[config.mk]
export PLATFORM = sky130hd
export DESIGN_NAME = instr_fetch_unit
export DESIGN_NICKNAME = d
export VERILOG_FILES = /design/src/rtl/instr_fetch_unit.sv
export SDC_FILE = /design/constraint.sdc
export NUM_CORES = 1
export LEC_CHECK = 0
export BUFFER_PORTS_ARGS = -buffer_cell sky130_fd_sc_hd__buf_2
export CAP_MARGIN = 20
export CORE_ASPECT_RATIO = 1.4
export CORE_MARGIN = 1
export CORE_UTILIZATION = 47
export CTS_BUF_LIST = sky130_fd_sc_hd__clkbuf_2 sky130_fd_sc_hd__clkbuf_4 sky130_fd_sc_hd__clkbuf_8
export CTS_CLUSTER_SIZE = 12
export DETAILED_ROUTE_END_ITERATION = 10
export PLACE_DENSITY_LB_ADDON = 0.1
export REMOVE_ABC_BUFFERS = 1
export SYNTH_ARGS = -nofsm -noshare
export SYNTH_HDL_FRONTEND = slang
export SYNTH_SLANG_ARGS = --single-unit
[constraint.sdc]
create_clock -name clk -period 2.7 [get_ports clk]
set_clock_uncertainty 0.2 [all_clocks]
set_input_delay 0.135 -clock clk [delete_from_list [all_inputs] [get_ports clk]]
set_output_delay 0.135 -clock clk [all_outputs]
set_load 0.005 [all_outputs]
[src/rtl/instr_fetch_unit.sv]
// instr_fetch_unit: single-outstanding instruction fetcher with a small prefetch queue
// and redirect-driven flush of queued and in-flight instructions.
module instr_fetch_unit #(
   parameter int          DEPTH    = 2,
   parameter logic [15:0] RESET_PC = 16'h0000
) (
   input  logic        clk,
   input  logic        rst,
   output logic        imem_req,
   output logic [15:0] imem_addr,
   input  logic        imem_rvalid,
   input  logic [15:0] imem_rdata,
   output logic        instr_valid,
   output logic [15:0] instr,
   output logic [15:0] instr_pc,
   input  logic        instr_ready,
   input  logic        redirect,
   input  logic [15:0] redirect_pc
);
   localparam int AW = $clog2(DEPTH);
   typedef enum logic [1:0] {S_IDLE, S_WAIT, S_DROP} state_e;
   state_e        state_q;
   logic [15:0]   data_q [DEPTH];
   logic [15:0]   pc_q [DEPTH];
   logic [AW-1:0] rd_q, wr_q;
   logic [AW:0]   count_q, count_d;
   logic [15:0]   fetch_pc_q, addr_q, last_instr_q, last_pc_q;
   logic          req_q, push, pop, issue;
   assign instr_valid = count_q != '0;
   assign pop         = instr_valid && instr_ready;
   assign push        = state_q == S_WAIT && imem_rvalid && !redirect;
   assign issue       = state_q == S_IDLE && count_q < (AW+1)'(DEPTH) && !redirect;
   assign count_d     = redirect ? '0 : count_q + (AW+1)'(push) - (AW+1)'(pop);
   assign imem_req    = req_q;
   assign imem_addr   = addr_q;
   // an empty queue keeps presenting the last head it showed
   assign instr       = instr_valid ? data_q[rd_q] : last_instr_q;
   assign instr_pc    = instr_valid ? pc_q[rd_q] : last_pc_q;
   always_ff @(posedge clk) begin
      if (push) begin
         data_q[wr_q] <= imem_rdata;
         pc_q[wr_q]   <= addr_q;
      end
   end
   always_ff @(posedge clk or posedge rst) begin
      if (rst) begin
         state_q      <= S_IDLE;
         rd_q         <= '0;
         wr_q         <= '0;
         count_q      <= '0;
         fetch_pc_q   <= RESET_PC;
         addr_q       <= '0;
         req_q        <= 1'b0;
         last_instr_q <= '0;
         last_pc_q    <= '0;
      end else begin
         count_q <= count_d;
         rd_q    <= redirect ? '0 : pop ? rd_q + AW'(1) : rd_q;
         wr_q    <= redirect ? '0 : push ? wr_q + AW'(1) : wr_q;
         req_q   <= issue;
         if (instr_valid) begin
            last_instr_q <= data_q[rd_q];
            last_pc_q    <= pc_q[rd_q];
         end
         if (issue) begin
            addr_q     <= fetch_pc_q;
            fetch_pc_q <= fetch_pc_q + 16'd2;
         end
         if (redirect) fetch_pc_q <= {redirect_pc[15:1], 1'b0};
         // a response in the redirect cycle still retires the outstanding request
         case (state_q)
            S_IDLE:  state_q <= issue ? S_WAIT : S_IDLE;
            S_WAIT:  state_q <= imem_rvalid ? S_IDLE : redirect ? S_DROP : S_WAIT;
            S_DROP:  state_q <= imem_rvalid ? S_IDLE : S_DROP;
            default: state_q <= S_IDLE;
         endcase
      end
   end
endmodule
# Word level (Yosys, flattened, before mapping)
# Memory sizes are Yosys's and may differ from the RTL's.
# Index checks and enable logic that the tools add are counted.
[totals]
ff_bits = 71
mem_bits_rw = 64
input_bits = 37
wordCells = 46
memories = 2
[classes]
n_addsub = 5
order_cmp = 1
n_eq_ne = 2
n_mux = 16
n_reduce_logical = 11
[mem_list]
columns = ["memory", "depth", "width", "rd", "rd_ports_with_merged_regs", "write_ports", "line", "text"]
rows = [
  ["data_q", 2, 16, 1, 0, 1, "23", "logic [15:0] data_q [DEPTH];"],
  ["pc_q", 2, 16, 1, 0, 1, "24", "logic [15:0] pc_q [DEPTH];"],
]
[ops]
columns = ["cell", "count"]
rows = [
  ["$mux W16", 4],
  ["$add A16 B2 Y16 const B", 1],
  ["$mux W2", 4],
  ["$reduce_bool A2 Y1", 4],
  ["$mux W1", 7],
  ["$pmux W2 S3", 1],
  ["$logic_and A1 B1 Y1", 5],
  ["$add A1 B1 Y1 const B", 2],
  ["$add A2 B1 Y2", 1],
  ["$eq A2 B1 Y1 const B", 1],
  ["$eq A2 B2 Y1 const B", 1],
  ["$logic_not A2 Y1", 1],
  ["$lt A2 B2 Y1 const B", 1],
  ["$sub A2 B1 Y2", 1],
  ["$logic_not A1 Y1", 1],
]

# Logic depth before layout (Yosys ltp)
# Gate-level depths: netlist of the first run.
[logic_depth]
ltp_word = 6
ltp_mapped = 8
mapped_depth_nobuf = 8

# Worst setup path after synthesis of the first run
# No wires, ideal clock.
[synth_path]
path_type = "register to register"
start = "register state_q[0]"
end = "memory data_q[0][0] (enable)"
setup_time_ns = 0.419
t_arrival_ns = 2.249
t_required_ns = 2.081
slack_ns = -0.168
path_stages_with_launch = 5
n_path_buf = 0
synth_period_minus_slack_ns = 2.868
cell_sequence = "dfrtp_1 nor2b_1 nand2_1 or2_2 nor2_1"
[synth_between]
elab_chain_cells = 5
[synth_rtl]
columns = ["item", "line", "text"]
rows = [
  ["start, declared", "22", "state_e state_q;"],
  ["start signal, assigned", "72", "S_IDLE: state_q <= issue ? S_WAIT : S_IDLE;"],
  ["start signal, assigned", "73", "S_WAIT: state_q <= imem_rvalid ? S_IDLE : redirect ? S_DROP : S_WAIT;"],
  ["start signal, assigned", "74", "S_DROP: state_q <= imem_rvalid ? S_IDLE : S_DROP;"],
  ["$eq A2 B1 Y1", "31", "assign push = state_q == S_WAIT && imem_rvalid && !redirect;"],
  ["$logic_and A1 B1 Y1 (2 in a row)", "31", ""],
  ["$mux W1", "40", "if (push) begin"],
  ["$mux W1 (implied by the code)", "41", "data_q[wr_q] <= imem_rdata;"],
  ["end, declared", "23", ""],
]
# Every way passes these cells.

# Worst setup path after layout of the first run
[layout_path]
start = "register count_q[1]"
end = "output port instr_pc[4]"
[layout_between]
elab_chain_cells = 2
[layout_rtl]
columns = ["item", "line", "text"]
rows = [
  ["start, declared", "26", "logic [AW:0] count_q, count_d;"],
  ["start signal, assigned", "57", "count_q <= count_d;"],
  ["$reduce_bool A2 Y1", "29", "assign instr_valid = count_q != '0;"],
  ["$mux W16", "38", "assign instr_pc = instr_valid ? pc_q[rd_q] : last_pc_q;"],
  ["end, declared", "15", "output logic [15:0] instr_pc,"],
]
# Every way passes these cells.

==> results.ini, run 1 <==
[flow_run]
drv_cap=0

[global_routing]
use_met1_pct=22.3
grt_pass1_wl_um=16300
grt-busiest-layer=met2
met3_usage_pct=5.66
overflow=0
grtUsageTotal_pct=19.2
grt_max_degree=65
grt_pass1_vias=3339
grt_use_met2_pct=33.6
antenna_found_initial=0

[sta]
max_freq_mhz=429
timing.final.crit_share_pct=86.3
setup-violations-final=0
worstMarginPinSlew_ps=634
setup_tns_ps=0
relSlewSlack_pct=57.8
slew_violations=0
period_needed_ps=2330
final_hold_viol_count=0
rsz0062_at_grt=false

[setup_path]
crit_type=reg2out
cp.required_ps=2370
cp.arrival_ps=2000
crit_path_max_fanout=64
timing.rr.start=state_q[0]$_DFF_PP0_
cp-startpoint=count_q[1]$_DFF_PP0_
start_kind=register
rrSetupSlack_ps=470
critPathCaptureType=output port

[layout]
drive_gt1_share_pct=29.3
diodes=0
postLayoutCoreUtil_pct=62.0
final_area_um2=6480
nNetsFinal=532
syn_to_final_growth_pct=27.4
nFillCells=844

[clock_tree]
clk_path_buf_depth=2
cts_buffers=17
root_buffer=clkbuf_8
htree_num_levels=4
cts_resized=0
clkLatencyLatePin_ps=430
cts.sinks=131
cts_tree=built
clk_pin_slew_ps=70

[pwr]
p_int_mw=4.56
sequentialPowerShare_pct=43.8
power_switching_mw=2.00
swShare_pct=30.5
power_density_nw_per_um2=1010
irDropWorstVdd_mv=0.478
combPwrFrac_pct=29.5
clkPwrFrac_pct=26.7
total_leakage_power_nw=2.59
total_power_mw=6.56

[worst_hold_path]
hp-class=in2reg
hp-start=redirect

[placement]
dp_hpwl_um=6340
placed_cell_area_um2=5710
port_buffers=84
globalplace.congestion=0.766

[floorplan]
initial_core_util_pct=48.6
die_area_um2=11300
core_um2=10500
die_h_um=125
io_pins=87
die_x_um=89.9
rows=44

[detailed_routing]
via_count=3107
routedWlPerCell_um=15.1
remaining_drc_errors=0
via_per_inst=4.83
firstDrtPassIters=4
wl_um=9730
drt_iter0_drc=133
antenna_left=0

[synth]
synth_edf_count=62
yosys_warnings=0
async_reset_ff_share_pct=52.7
yosysSeqAreaShare_pct=70.5
synth.distinct_cells=38
yosysTopAreaCellShare_pct=36.6
synth.area.top_cells=edfxtp_1 (37%), dfrtp_1 (34%), mux2i_1 (6.5%)
yosysMostFrequentCell=dfrtp_1
syn_area_um2=5090
synth_ff_type=dfrtp_1
synth_top_area_cell=edfxtp_1
syn_inst=365
ys_top_cells_by_count=dfrtp_1 (69), edfxtp_1 (62), nor2_1 (43)
syn_avg_cell_area_um2=13.9
ys_ff_latch=131

[outcome]
status=finished clean

layer usage:
layer / part of all wire [%] / wire (µm)
met4: 1.3 / 126
met5: 0 / 0
met2: 53 / 5200
met3: 2.9 / 282
met1: 42 / 4130
worst paths after layout:
path / endpoint / cells past startpoint
max in group asynchronous: last_pc_q[7]$_DFF_PP0_ / 4
min in group asynchronous: last_instr_q[1]$_DFF_PP0_ / 3
worst min-delay path: wr_q$_DFFE_PP0P_ / 3
worst min register to register: last_pc_q[0]$_DFF_PP0_ / 2
worst max register to register: pc_q[0][4]$_DFFE_PP_ / 5
worst max-delay path: instr_pc[4] / 5
cells by family after synthesis:
group,count (synthesis),synth area share (%)
flip-flops,131,70.5
AND/OR/NAND/NOR,94,9.25
AO/OA/AOI/OAI,48,4.94
multiplexers,48,9.81
buffers and inverters,25,2.07
XOR/XNOR,15,2.58
adder cells (fa/ha/maj),3,0.738
other,1,0.0737
worst max-delay path, stage by stage (launching register included):
cell and delay, ps:
dfrtp_1 440, or2_2 150, buf_4 510, nor2_1 100, a21oi_1 200, buf_2 150
final cells by class:
cell class	count	area [µm²]	share of cell area, %
Tap cell	138	173	2.66
Clock inverter	11	159	2.45
Inverter	5	20.0	0.309
Sequential cell	131	3590	55.4
Multi-Input combinational cell	209	1410	21.7
Timing Repair Buffer	128	861	13.3
Clock buffer	21	270	4.17
stage by stage:
stage / hold WS, ps / instances / setup WS, ps
after floorplan: 0.636 / 345 / -168
after global placement: 34.3 / 577 / 475
after detailed placement: 32.8 / 577 / 413
after CTS: 31.3 / 643 / 307
after global routing: 65.1 / 643 / 102
final: 59.1 / 643 / 369
registers in the layout (all words and copies together), names as in the netlist:
signal	flops
data_q	32
pc_q	30
last_instr_q	16
last_pc_q	16
fetch_pc_q	15
imem_addr	15
count_q	2
state_q	2
imem_req	1
rd_q	1
wr_q	1
power by group through the flow:
stage	registers [mW]	logic, mW	clock network, mW
6_report	2.88	1.93	1.75
3_5_place_dp	2.93	1.94	0
5_1_grt	2.94	2.20	1.88
3_3_place_gp	2.91	1.89	0
4_1_cts	2.89	1.98	1.81
2_1_floorplan	2.90	1.06	0
cells in the final DEF (no fill, tap or decap), types with 3 or more instances in the layout:
cell,synthesis,final
bufinv_16,0,4
nor3_1,4,4
mux2i_1,33,33
nand4_1,5,5
xnor2_1,12,12
nor2b_1,3,3
buf_4,2,8
inv_1,5,4
xor2_1,3,3
edfxtp_1,62,62
a21oi_1,33,33
clkbuf_8,0,18
dfrtp_1,69,68
clkinv_2,0,5
mux2_2,13,13
nand3_1,4,4
buf_2,3,84
o21ai_0,7,7
ha_1,3,3
clkbuf_4,0,3
nor2_4,1,3
o21ai_1,5,5
nand2_1,19,19
nor2_1,43,41
dlygate4sd3_1,0,34
repair_timing:
item                      4_1_cts  5_1_grt
setup buffers                   0        0
hold endpoints to repair       83        0
hold buffers                   34        0
Note: power is estimated with default switching activity, not from simulation.
==> inputs of run 2 (changes only) <==
Settings changed: BUFFER_PORTS_ARGS -buffer_cell sky130_fd_sc_hd__buf_2 to -buffer_cell sky130_fd_sc_hd__buf_4, CORE_UTILIZATION 47 to 31, CTS_CLUSTER_SIZE 12 to not set.
==> results.ini, run 2 (synthesis results as in run 1) <==
[outcome]
status=finished clean

[detailed_routing]
wl_um=10700
routedWlPerCell_um=15.3
firstDrtPassIters=4
antenna_left=0
via_per_inst=4.47
via_count=3133
remaining_drc_errors=0
drt_iter0_drc=110

[sta]
setup-violations-final=0
slew_violations=0
timing.final.crit_share_pct=89.2
relSlewSlack_pct=53.4
rsz0062_at_grt=false
period_needed_ps=2410
worstMarginPinSlew_ps=700
setup_slack_ps=293
final_hold_viol_count=0
max_freq_mhz=415

[setup_path]
start_kind=register
crit_type=reg2out
crit_path_max_fanout=64
critPathCaptureType=output port
cp.arrival_ps=2070
cp.required_ps=2370

[global_routing]
use_met1_pct=15.8
grt-busiest-layer=met2
overflow=0
grt_pass1_vias=3191
grt_use_met2_pct=23.8
grt_pass1_wl_um=16900
met3_usage_pct=3.65
grt_max_degree=70
grtUsageTotal_pct=13.6
antenna_found_initial=0

[pwr]
power_density_nw_per_um2=1020
total_leakage_power_nw=2.64
total_power_mw=6.89
irDropWorstVdd_mv=0.682

[placement]
port_buffers=84
globalplace.congestion=0.687
place_ws_ps=548
dp_hpwl_um=6550

[floorplan]
die_x_um=110
initial_core_util_pct=31.6
core_um2=16100
die_h_um=154
rows=55
io_pins=87
die_area_um2=16900

[clock_tree]
clk_path_buf_depth=2
clk_pin_slew_ps=90
holdBufCountCts=36
cts_buffers=17
cts.sinks=131
clkLatencyLatePin_ps=430
root_buffer=clkbuf_8
cts_tree=built
post-cts-setup-buffers=0
htree_num_levels=4
cts_resized=0

[layout]
nNetsFinal=529
drive_gt1_share_pct=28.7
syn_to_final_growth_pct=32.7
top_register=data_q
final_cell_mix=buf_4 (86), dfrtp_1 (68), edfxtp_1 (62), nor2_1 (41), dlygate4sd3_1 (36)
nFillCells=1541
largest_register_ffs=32
diodes=0
reg.largest.list=data_q (32), pc_q (30)
final_common_cell=buf_4

[flow_run]
drv_cap=0

[worst_hold_path]
hp-class=in2async

[run 2: cell types whose count changed in the layout (fill, tap and decap cells not counted), moves of 2 or more]
cell           before  now
buf_2              84    0
buf_4               8   86
clkbuf_4            3    1
clkinv_2            5    2
clkinv_4            0    2
clkinvlp_4          2    4
dlygate4sd3_1      34   36
inv_6               0    4
[run 2: power breakdown]
group | total (mW) | internal, mW | switching (mW)
sequential | 2.87 | 2.62 | 0.259
clock | 1.73 | 0.935 | 0.794
combinational | 2.29 | 1.17 | 1.12
[run 2: layout make-up]
cell class | instances | area [µm²] | share of cell area (%)
tap | 199 | 249 | 3.69
clock buffer | 18 | 241 | 3.58
clock inverter | 14 | 178 | 2.63
multi-input combinational | 209 | 1410 | 20.9
timing repair buffer | 125 | 1070 | 15.8
sequential | 131 | 3590 | 53.2
inverter | 5 | 20.0 | 0.296
[run 2: layer usage]
metal  up-vias  part of all wire (%)
met5         -                     0
met4         0                   1.1
met3         9                   3.2
met2        57                    54
met1      1519                    42
li1       1548                     -
[run 2: worst max-delay path, stage by stage (launching register included)]
cell and delay, ps:
dfrtp_1 440, or2_2 150, buf_4 560, nor2_1 80, a21oi_1 240, buf_4 160
[run 2: final timing paths]
path                                             end  depth (start not counted)              startpoint  slack, ps
hold reg to reg               last_pc_q[0]$_DFF_PP0_                          2  last_pc_q[0]$_DFF_PP0_        290
hold / removal             last_instr_q[3]$_DFF_PP0_                          4                     rst        120
max in group asynchronous           rd_q$_DFFE_PP0P_                          4                     rst       1810
setup reg to reg           imem_addr[10]$_DFFE_PP0P_                          3    state_q[0]$_DFF_PP0_        550
min in group clk              data_q[1][6]$_DFFE_PP_                          2           imem_rdata[6]        230
setup / recovery                         instr_pc[7]                          5    count_q[1]$_DFF_PP0_        290
[run 2: through the flow]
step           std cells  instance area, µm²  setup TNS, ps  utilization [%]  hold slack [ps]
2_1_floorplan        345                5000         -10400                -            0.636
3_3_place_gp         633                5970              0             37.1             61.3
3_5_place_dp         633                5970              0             37.1             57.0
4_1_cts              701                6750              0             41.9              137
5_1_grt              701                6750              0             41.9              140
6_report             701                6750              0             41.9              124
==> inputs of run 3 (changes only) <==
--- a/config.mk
+++ b/config.mk
@@ -10,3 +10,2 @@
 export CORE_ASPECT_RATIO = 1.4
-export CORE_MARGIN = 1
 export CORE_UTILIZATION = 31
--- a/constraint.sdc
+++ b/constraint.sdc
@@ -4,2 +4,2 @@
 set_output_delay 0.135 -clock clk [all_outputs]
-set_load 0.005 [all_outputs]
+set_load 0.01 [all_outputs]
==> results.ini, run 3 (synthesis results as in run 1) <==
[pwr]
combPwrFrac_pct=36.0
total_leakage_power_nw=2.66
power_switching_mw=2.27
p_int_mw=4.65
total_power_mw=6.91
irDropWorstVdd_mv=0.416
sequentialPowerShare_pct=42.1
power_density_nw_per_um2=1020
swShare_pct=32.8
clkPwrFrac_pct=21.9

[detailed_routing]
via_per_inst=4.51
antenna_left=0
routedWlPerCell_um=15.4
firstDrtPassIters=4
remaining_drc_errors=0
wl_um=10900
via_count=3190
drt_iter0_drc=114

[layout]
top_register=data_q
largest_register_ffs=32
nFillCells=1542
area.sequential_um2=3590
postLayoutCoreUtil_pct=42.1
reg.largest.list=data_q (32), pc_q (30)
final_area_um2=6770
nNetsFinal=535
multi_input_area_um2=1410
layout.cells.non_filler=707
drive_gt1_share_pct=28.1
final_common_cell=buf_4
diodes=0
syn_to_final_growth_pct=33.1
final_cell_mix=buf_4 (85), dfrtp_1 (68), edfxtp_1 (62), dlygate4sd3_1 (42), nor2_1 (41)

[setup_path]
cp.required_ps=2370
crit_type=reg2out
reg2reg_depth=5
rr_endpoint=fetch_pc_q[6]$_DFFE_PP0P_
start_kind=register
crit_path_max_fanout=64
rrSetupSlack_ps=320
cp.arrival_ps=2080
critPathCaptureType=output port
timing.rr.start=state_q[0]$_DFF_PP0_

[sta]
slew_violations=0
worstMarginPinSlew_ps=680
final_hold_viol_count=0
setup-violations-final=0
relSlewSlack_pct=54.7
max_freq_mhz=413
rsz0062_at_grt=false
period_needed_ps=2420
timing.final.crit_share_pct=89.6

[floorplan]
die_area_um2=16900
io_pins=87
die_x_um=110
initial_core_util_pct=31.6
core_um2=16100
die_h_um=154
rows=55

[clock_tree]
cts_buffers=17
clkLatencyLatePin_ps=440
root_buffer=clkbuf_8
cts.sinks=131
clk_pin_slew_ps=70
htree_num_levels=4
cts_tree=built
post-cts-setup-buffers=0
clk_path_buf_depth=2

[global_routing]
grtUsageTotal_pct=14.0
overflow=0
grt_pass1_vias=3262
grt_pass1_wl_um=17200
grt_max_degree=70
antenna_found_initial=0

[placement]
dp_hpwl_um=6570
port_buffers=84
globalplace.congestion=0.680
placed_cell_area_um2=5990
dp.cells=633

[outcome]
status=finished clean

[flow_run]
drv_cap=0

[worst_hold_path]
hp-class=in2async

[run 3: changes by cell type in the layout (fill, tap and decap cells not counted), sizes merged]
cell         change
clkbuf          +12
dlygate4sd3      +6
clkinvlp         -4
inv              -4
bufinv           -3
clkinv           -1
[run 3: power by group through the flow]
stage	Combinational, mW	Clock, mW	Sequential, mW
3_3_place_gp	2.45	0	2.95
3_5_place_dp	2.48	0	2.96
2_1_floorplan	1.22	0	2.95
6_report	2.49	1.51	2.91
5_1_grt	2.75	1.65	2.98
4_1_cts	2.55	1.57	2.92
[run 3: per-stage QoR]
stage / setup slack (ps) / hold WS [ps] / TNS (ps)
5_1_grt: 101 / 152 / 0
4_1_cts: 187 / 132 / 0
3_3_place_gp: 583 / 60.6 / 0
3_5_place_dp: 539 / 59.1 / 0
6_report: 280 / 116 / 0
2_1_floorplan: -168 / 0.636 / -10400
[run 3: layout make-up]
class,count,share of cell area [%]
Sequential cell,131,53.0
Tap cell,199,3.68
Clock buffer,30,5.27
Clock inverter,2,0.129
Multi-Input combinational cell,209,20.8
Timing Repair Buffer,131,16.8
Inverter,5,0.296
[run 3: layer usage]
layer / vias to the layer above / track usage (%) / wire, µm
met3: 15 / 4.20 / 406
met1: 1558 / 16.2 / 4660
li1: 1558 / - / -
met2: 59 / 23.6 / 5610
met4: 0 / 5.83 / 179
met5: - / 0 / 0
[run 3: worst max path at each step]
stage / from / end / slack (ps) / cells past startpoint
floorplan: state_q[0]$_DFF_PP0_ / data_q[0][0]$_DFFE_PP_ / -170 / 4
global placement: state_q[0]$_DFF_PP0_ / imem_addr[14]$_DFFE_PP0P_ / 580 / 3
detailed placement: fetch_pc_q[1]$_DFFE_PP0P_ / fetch_pc_q[15]$_DFFE_PP0P_ / 540 / 5
CTS: count_q[1]$_DFF_PP0_ / instr_pc[7] / 190 / 5
global route: count_q[1]$_DFF_PP0_ / instr_pc[12] / 100 / 5
finish: count_q[1]$_DFF_PP0_ / instr_pc[7] / 280 / 5
[run 3: worst max-delay path, stage by stage, from the launching register on]
cell and delay, ps:
dfrtp_1 430, or2_2 150, buf_4 530, nor2_1 100
a21oi_1 250, buf_4 170
[run 3: repair_timing]
item	in CTS	in global routing
endpoints found under the hold margin	122	0
gates resized for setup	0	0
hold buffers	42	0
